==> src/rtl/adder_result_rx.sv <==
// Receive side of the valid-strobed adder result stream: captures strobed sums into a
// small FIFO, re-emits them on an AXI-Stream master and grants issue credit upstream.
module adder_result_rx #(
    parameter int unsigned WIDTH = 4,
    parameter int unsigned DEPTH = 4
) (
    input  logic                   clk,
    input  logic                   reset,
    input  logic                   issue_i,
    input  logic                   valid_i,
    input  logic [WIDTH:0]         data_i,
    output logic                   space_o,
    output logic                   m_tvalid_o,
    output logic [WIDTH:0]         m_tdata_o,
    input  logic                   m_tready_i,
    output logic [$clog2(DEPTH):0] count_o,
    output logic                   overflow_o
);

    localparam int unsigned AW = $clog2(DEPTH);
    localparam int unsigned CW = AW + 1;
    localparam int unsigned DW = WIDTH + 1;
    localparam logic [CW-1:0] FULL_CNT = CW'(DEPTH);
    localparam logic [CW-1:0] INF_MAX  = '1;

    logic [DW-1:0] mem_q [DEPTH];
    logic [AW-1:0] wr_ptr_q, wr_ptr_d;
    logic [AW-1:0] rd_ptr_q, rd_ptr_d;
    logic [CW-1:0] count_q, count_d;
    logic [CW-1:0] inflight_q, inflight_d;
    logic          overflow_q, overflow_d;

    logic          pop_c;
    logic          push_c;
    logic [CW:0]   occupancy_c;

    // A full FIFO still takes a word when the head leaves in the same cycle.
    always_comb begin
        pop_c       = (count_q != '0) && m_tready_i;
        push_c      = valid_i && ((count_q != FULL_CNT) || pop_c);
        wr_ptr_d    = wr_ptr_q;
        rd_ptr_d    = rd_ptr_q;
        count_d     = count_q;
        inflight_d  = inflight_q;
        overflow_d  = overflow_q;
        occupancy_c = (CW+1)'(count_q) + (CW+1)'(inflight_q);

        if (push_c) begin
            wr_ptr_d = wr_ptr_q + AW'(1);
        end
        if (pop_c) begin
            rd_ptr_d = rd_ptr_q + AW'(1);
        end
        case ({push_c, pop_c})
            2'b10:   count_d = count_q + CW'(1);
            2'b01:   count_d = count_q - CW'(1);
            default: count_d = count_q;
        endcase
        if (valid_i && !push_c) begin
            overflow_d = 1'b1;
        end

        // Late results after a flush must not drive the credit count negative.
        if (issue_i && !valid_i && (inflight_q != INF_MAX)) begin
            inflight_d = inflight_q + CW'(1);
        end else if (valid_i && !issue_i && (inflight_q != '0)) begin
            inflight_d = inflight_q - CW'(1);
        end
    end

    always_ff @(posedge clk) begin
        if (reset) begin
            wr_ptr_q   <= '0;
            rd_ptr_q   <= '0;
            count_q    <= '0;
            inflight_q <= '0;
            overflow_q <= 1'b0;
        end else begin
            wr_ptr_q   <= wr_ptr_d;
            rd_ptr_q   <= rd_ptr_d;
            count_q    <= count_d;
            inflight_q <= inflight_d;
            overflow_q <= overflow_d;
        end
    end

    // Storage is not reset; the head word is only meaningful while m_tvalid_o is high.
    always_ff @(posedge clk) begin
        if (!reset && push_c) begin
            mem_q[wr_ptr_q] <= data_i;
        end
    end

    assign m_tvalid_o = (count_q != '0);
    assign m_tdata_o  = mem_q[rd_ptr_q];
    assign count_o    = count_q;
    assign overflow_o = overflow_q;
    assign space_o    = !reset && (occupancy_c < (CW+1)'(DEPTH));

endmodule

==> config.mk <==
export PLATFORM = sky130hd
export DESIGN_NAME = adder_result_rx
export DESIGN_NICKNAME = d
export VERILOG_FILES = /design/src/rtl/adder_result_rx.sv
export SDC_FILE = /design/constraint.sdc
export NUM_CORES = 1
export LEC_CHECK = 0
export CORE_MARGIN = 10
export CORE_UTILIZATION = 45
export CTS_BUF_LIST = sky130_fd_sc_hd__clkbuf_8
export CTS_CLUSTER_DIAMETER = 40
export DETAILED_ROUTE_END_ITERATION = 10
export PLACE_DENSITY = 0.68
export SLEW_MARGIN = 15
export SYNTH_ARGS = -nofsm -noshare
export SYNTH_HDL_FRONTEND = slang
export SYNTH_SLANG_ARGS = --single-unit
==> constraint.sdc <==
create_clock -name clk -period 3.5 [get_ports clk]
set_clock_uncertainty 0.1 [all_clocks]
set_input_delay 0.525 -clock clk [delete_from_list [all_inputs] [get_ports clk]]
set_output_delay 0.525 -clock clk [all_outputs]
set_load 0.005 [all_outputs]
==> metrics.md <==
| Metric | Value |
|---|---|
| Delay-heaviest family, CP | buffers and inverters |
| Antenna-violating nets left | 0 |
| Hold-fix buffers, CTS | 0 |
| Critical Path AT | 2.13 ns |
| Port bufs | 20 |
| Starting density of the core | 0.479 |
| Setup TNS | 0 ns |
| Deepest clock path buffer count | 2 |
| Die area | 6040 sq um |
| Chip Width | 77.7 um |
| F_max | between 300 and 400 MHz |
| Drt total wl | 2.79 mm |
| Peak supply drop | between 0.2 and 0.3 mV |
| Max cap viols | 0 |
| Fin. Hold Viols | 0 |
| Post-synth ARST share | 0 |
| Power per cell area | 595 nW/um^2 |
| Util after Layout | 0.587 |
| Post-Syn Area per Cell | 13.5 sq um |
| Placed Area | 1750 sq um |
| Post-cts sizing count | 0 |
| Number of global-route vias before repair | around 1,000 |
| Initial antenna violation count | 0 |
| Largest net degree at the start of global routing | 14 |
| Critical path, cell by cell | ha_1 > or4_1 > a31oi_1 > clkdlybuf4s50_1 |
| Rel. slew slack | 0.747 |
| Postcts setup bufs | 0 |
| Die H | 77.7 um |
| Std-Cell Rows | 20 |
| Cells on worst reg2reg path | 8 |
| CP required | 2.87 ns |
| Clock Latency Late Sink | between 0.2 and 0.3 ns |
| Yosys top cell area share | 0.401 |
| Minimum hold slack | 0.388 ns |
| RSZ-0062 raised after global routing | false |
| HP Start | overflow_o |
| Final instance area | ~1800 sq um |
| DR pass1 iterations | 2 |
| Drt drc | 0 |
| Ant diodes | 0 |
| Ys Warns | 0 |
| Final worst-path cycle share | 0.787 |
| Run status | finished, final reports clean |
| Post-DP HPWL | 2.14 mm |
| Worst flop-to-flop path endpoint | count_o[2] |
| R2r setup slk | 1.12 ns |
| Max stage delay on crit path | between 0.5 and 0.6 ns |
| WL per Instance | 15.3 um |
| Worst-path clk slew | around 0.060 ns |
| WHS Path Cells | 2 |
| CP Capture Type | output pin |
| Total CTS buffers | 5 |
| Crit-path max FO | 7 |
| Top Ports | 21 |
| Critical-path top delay cell | clkdlybuf4s50_1 |
| Leak Pwr | 0.658 nW |
| Top_reg_cell synth | edfxtp_1 |
| Slew Limit Fails | 0 |
| GRT overflow | 0 |
| Root Driver | clkbuf_8 |
| Synth-to-layout area growth | 22.5% |
| Hold Path Class | flip-flop to flip-flop |
| CORE AREA | 3130 sq um |
| Mapped Area | 1500 sq um |
| Layout filler cell count | 264 |
| Vias per cell | 5.15 |
| WS Path Type | flip-flop to output pin |
| Setup-failing EPs final | 0 |
| Total power | between 0.001 and 0.0015 W |
| CP startpoint | count_o[2] |
| Syn nets | between 100 and 150 |
| Gr usage total | 0.100 |
| Top post-synthesis cells by area | edfxtp_1, dfxtp_1, mux4_2 |
| Synth Register Bits | 33 |
| Vias post-DR | 937 |
| Worst-margin pin slew | approximately 0.38 ns |
| Mapped Cells | 111 |
| CTS H-Tree Depth | 2 |
| Total clock sinks | 33 |
| GPL Wtd Cong | a little over 0.7 |
| Register area share after synthesis | 0.574 |
| First-pass GRT wire length | 4.71 mm |
| CTS tree | yes |
| Startpoint Class | flip-flop |
| Net count, final | 156 |
| Min cycle time layout | 2.76 ns |
| RR Startpoint | count_o[2] |
| Area leader, netlist | edfxtp_1 |
| Hold endpoint | overflow_o |
| Yosys cell types | 36 |
| 1st-iter DRT viols | 51 |
| Fraction of layout cells with a size suffix above 1 | 0.130 |
| Worst Path Buf+Inv | 1 |
| Number of flops mapped to enable cells by yosys | 20 |
[routing by layer]
layer	track usage	part of all wire	wire [um]	up-vias
met5	0	0	0	-
met4	0.0547	0.024	67	0
met3	0.0369	0.042	116	5
met2	0.173	0.51	1440	18
met1	0.102	0.42	1170	454
li1	-	-	-	460
[worst min-delay path, stage by stage (launching register included)]
cell and delay, ns:
dfxtp_1 0.33, a21oi_1 0.05, nor2_1 0.07
[cells by family after synthesis]
logic type	share of synthesized area
compound gates	0.0743
mux	0.0818
buf+inv	0.0234
flops	0.574
simple gates	0.132
fa+ha+maj	0.0851
xor+xnor	0.0292
[sequential cells by signal, summed over array words and instances, names as in the netlist, named ones only]
signal / cells
mem_q: 20
count_o: 3
inflight_q: 3
rd_ptr_q: 2
wr_ptr_q: 2
overflow_o: 1
[metrics by stage]
stage | worst slack [ns] | instances
finish | 0.745 | 182
detailed placement | 0.594 | 174
CTS | 0.728 | 182
floorplan | 1.24 | 111
global placement | 0.669 | 174
global route | 0.656 | 182
[final cells by class]
class,instances,area (sq um),share of cell area
clock buffers,5,68.8,0.0375
clock inverters,3,13.8,0.00750
well taps,44,55.1,0.0300
multi-input cells,69,603,0.329
flip-flops and latches,33,861,0.469
inverters,7,26.3,0.0143
repair buffers,21,208,0.113
[cells in the mapped netlist (2+ instances only)]
cell type   n
ha_1        7
a21oi_1     3
nor2_1     12
o21ai_0     6
inv_1       7
dfxtp_1    13
edfxtp_1   20
fa_1        2
mux4_2      5
xor2_1      3
nand2_1     3
and2_1      4
xnor2_1     2
or3_1       2
[where the power goes]
part	internal [W]	switching, W
combinational	0.000188	0.000125
clock	0.000135	0.000129
sequential	0.000456	0.0000586
total	0.000779	0.000313
[worst max-delay path by stage]
stage	slack [ns]	cells after the start	end
2_1_floorplan	1.24	8	count_o[2]
3_3_place_gp	0.67	9	count_o[2]
3_5_place_dp	0.59	9	count_o[2]
4_1_cts	0.73	4	space_o
5_1_grt	0.66	4	space_o
6_report	0.74	4	space_o
[cell usage in the layout (no fill, tap or decap), types with 4 or more instances in the layout]
| cell type | instances |
|---|---|
| and2_1 | 4 |
| inv_1 | 8 |
| dfxtp_1 | 13 |
| ha_1 | 7 |
| edfxtp_1 | 20 |
| clkdlybuf4s50_1 | 20 |
| clkbuf_8 | 5 |
| nor2_1 | 12 |
| o21ai_0 | 6 |
| mux4_2 | 5 |
Note: power is estimated with default switching activity, not from simulation.
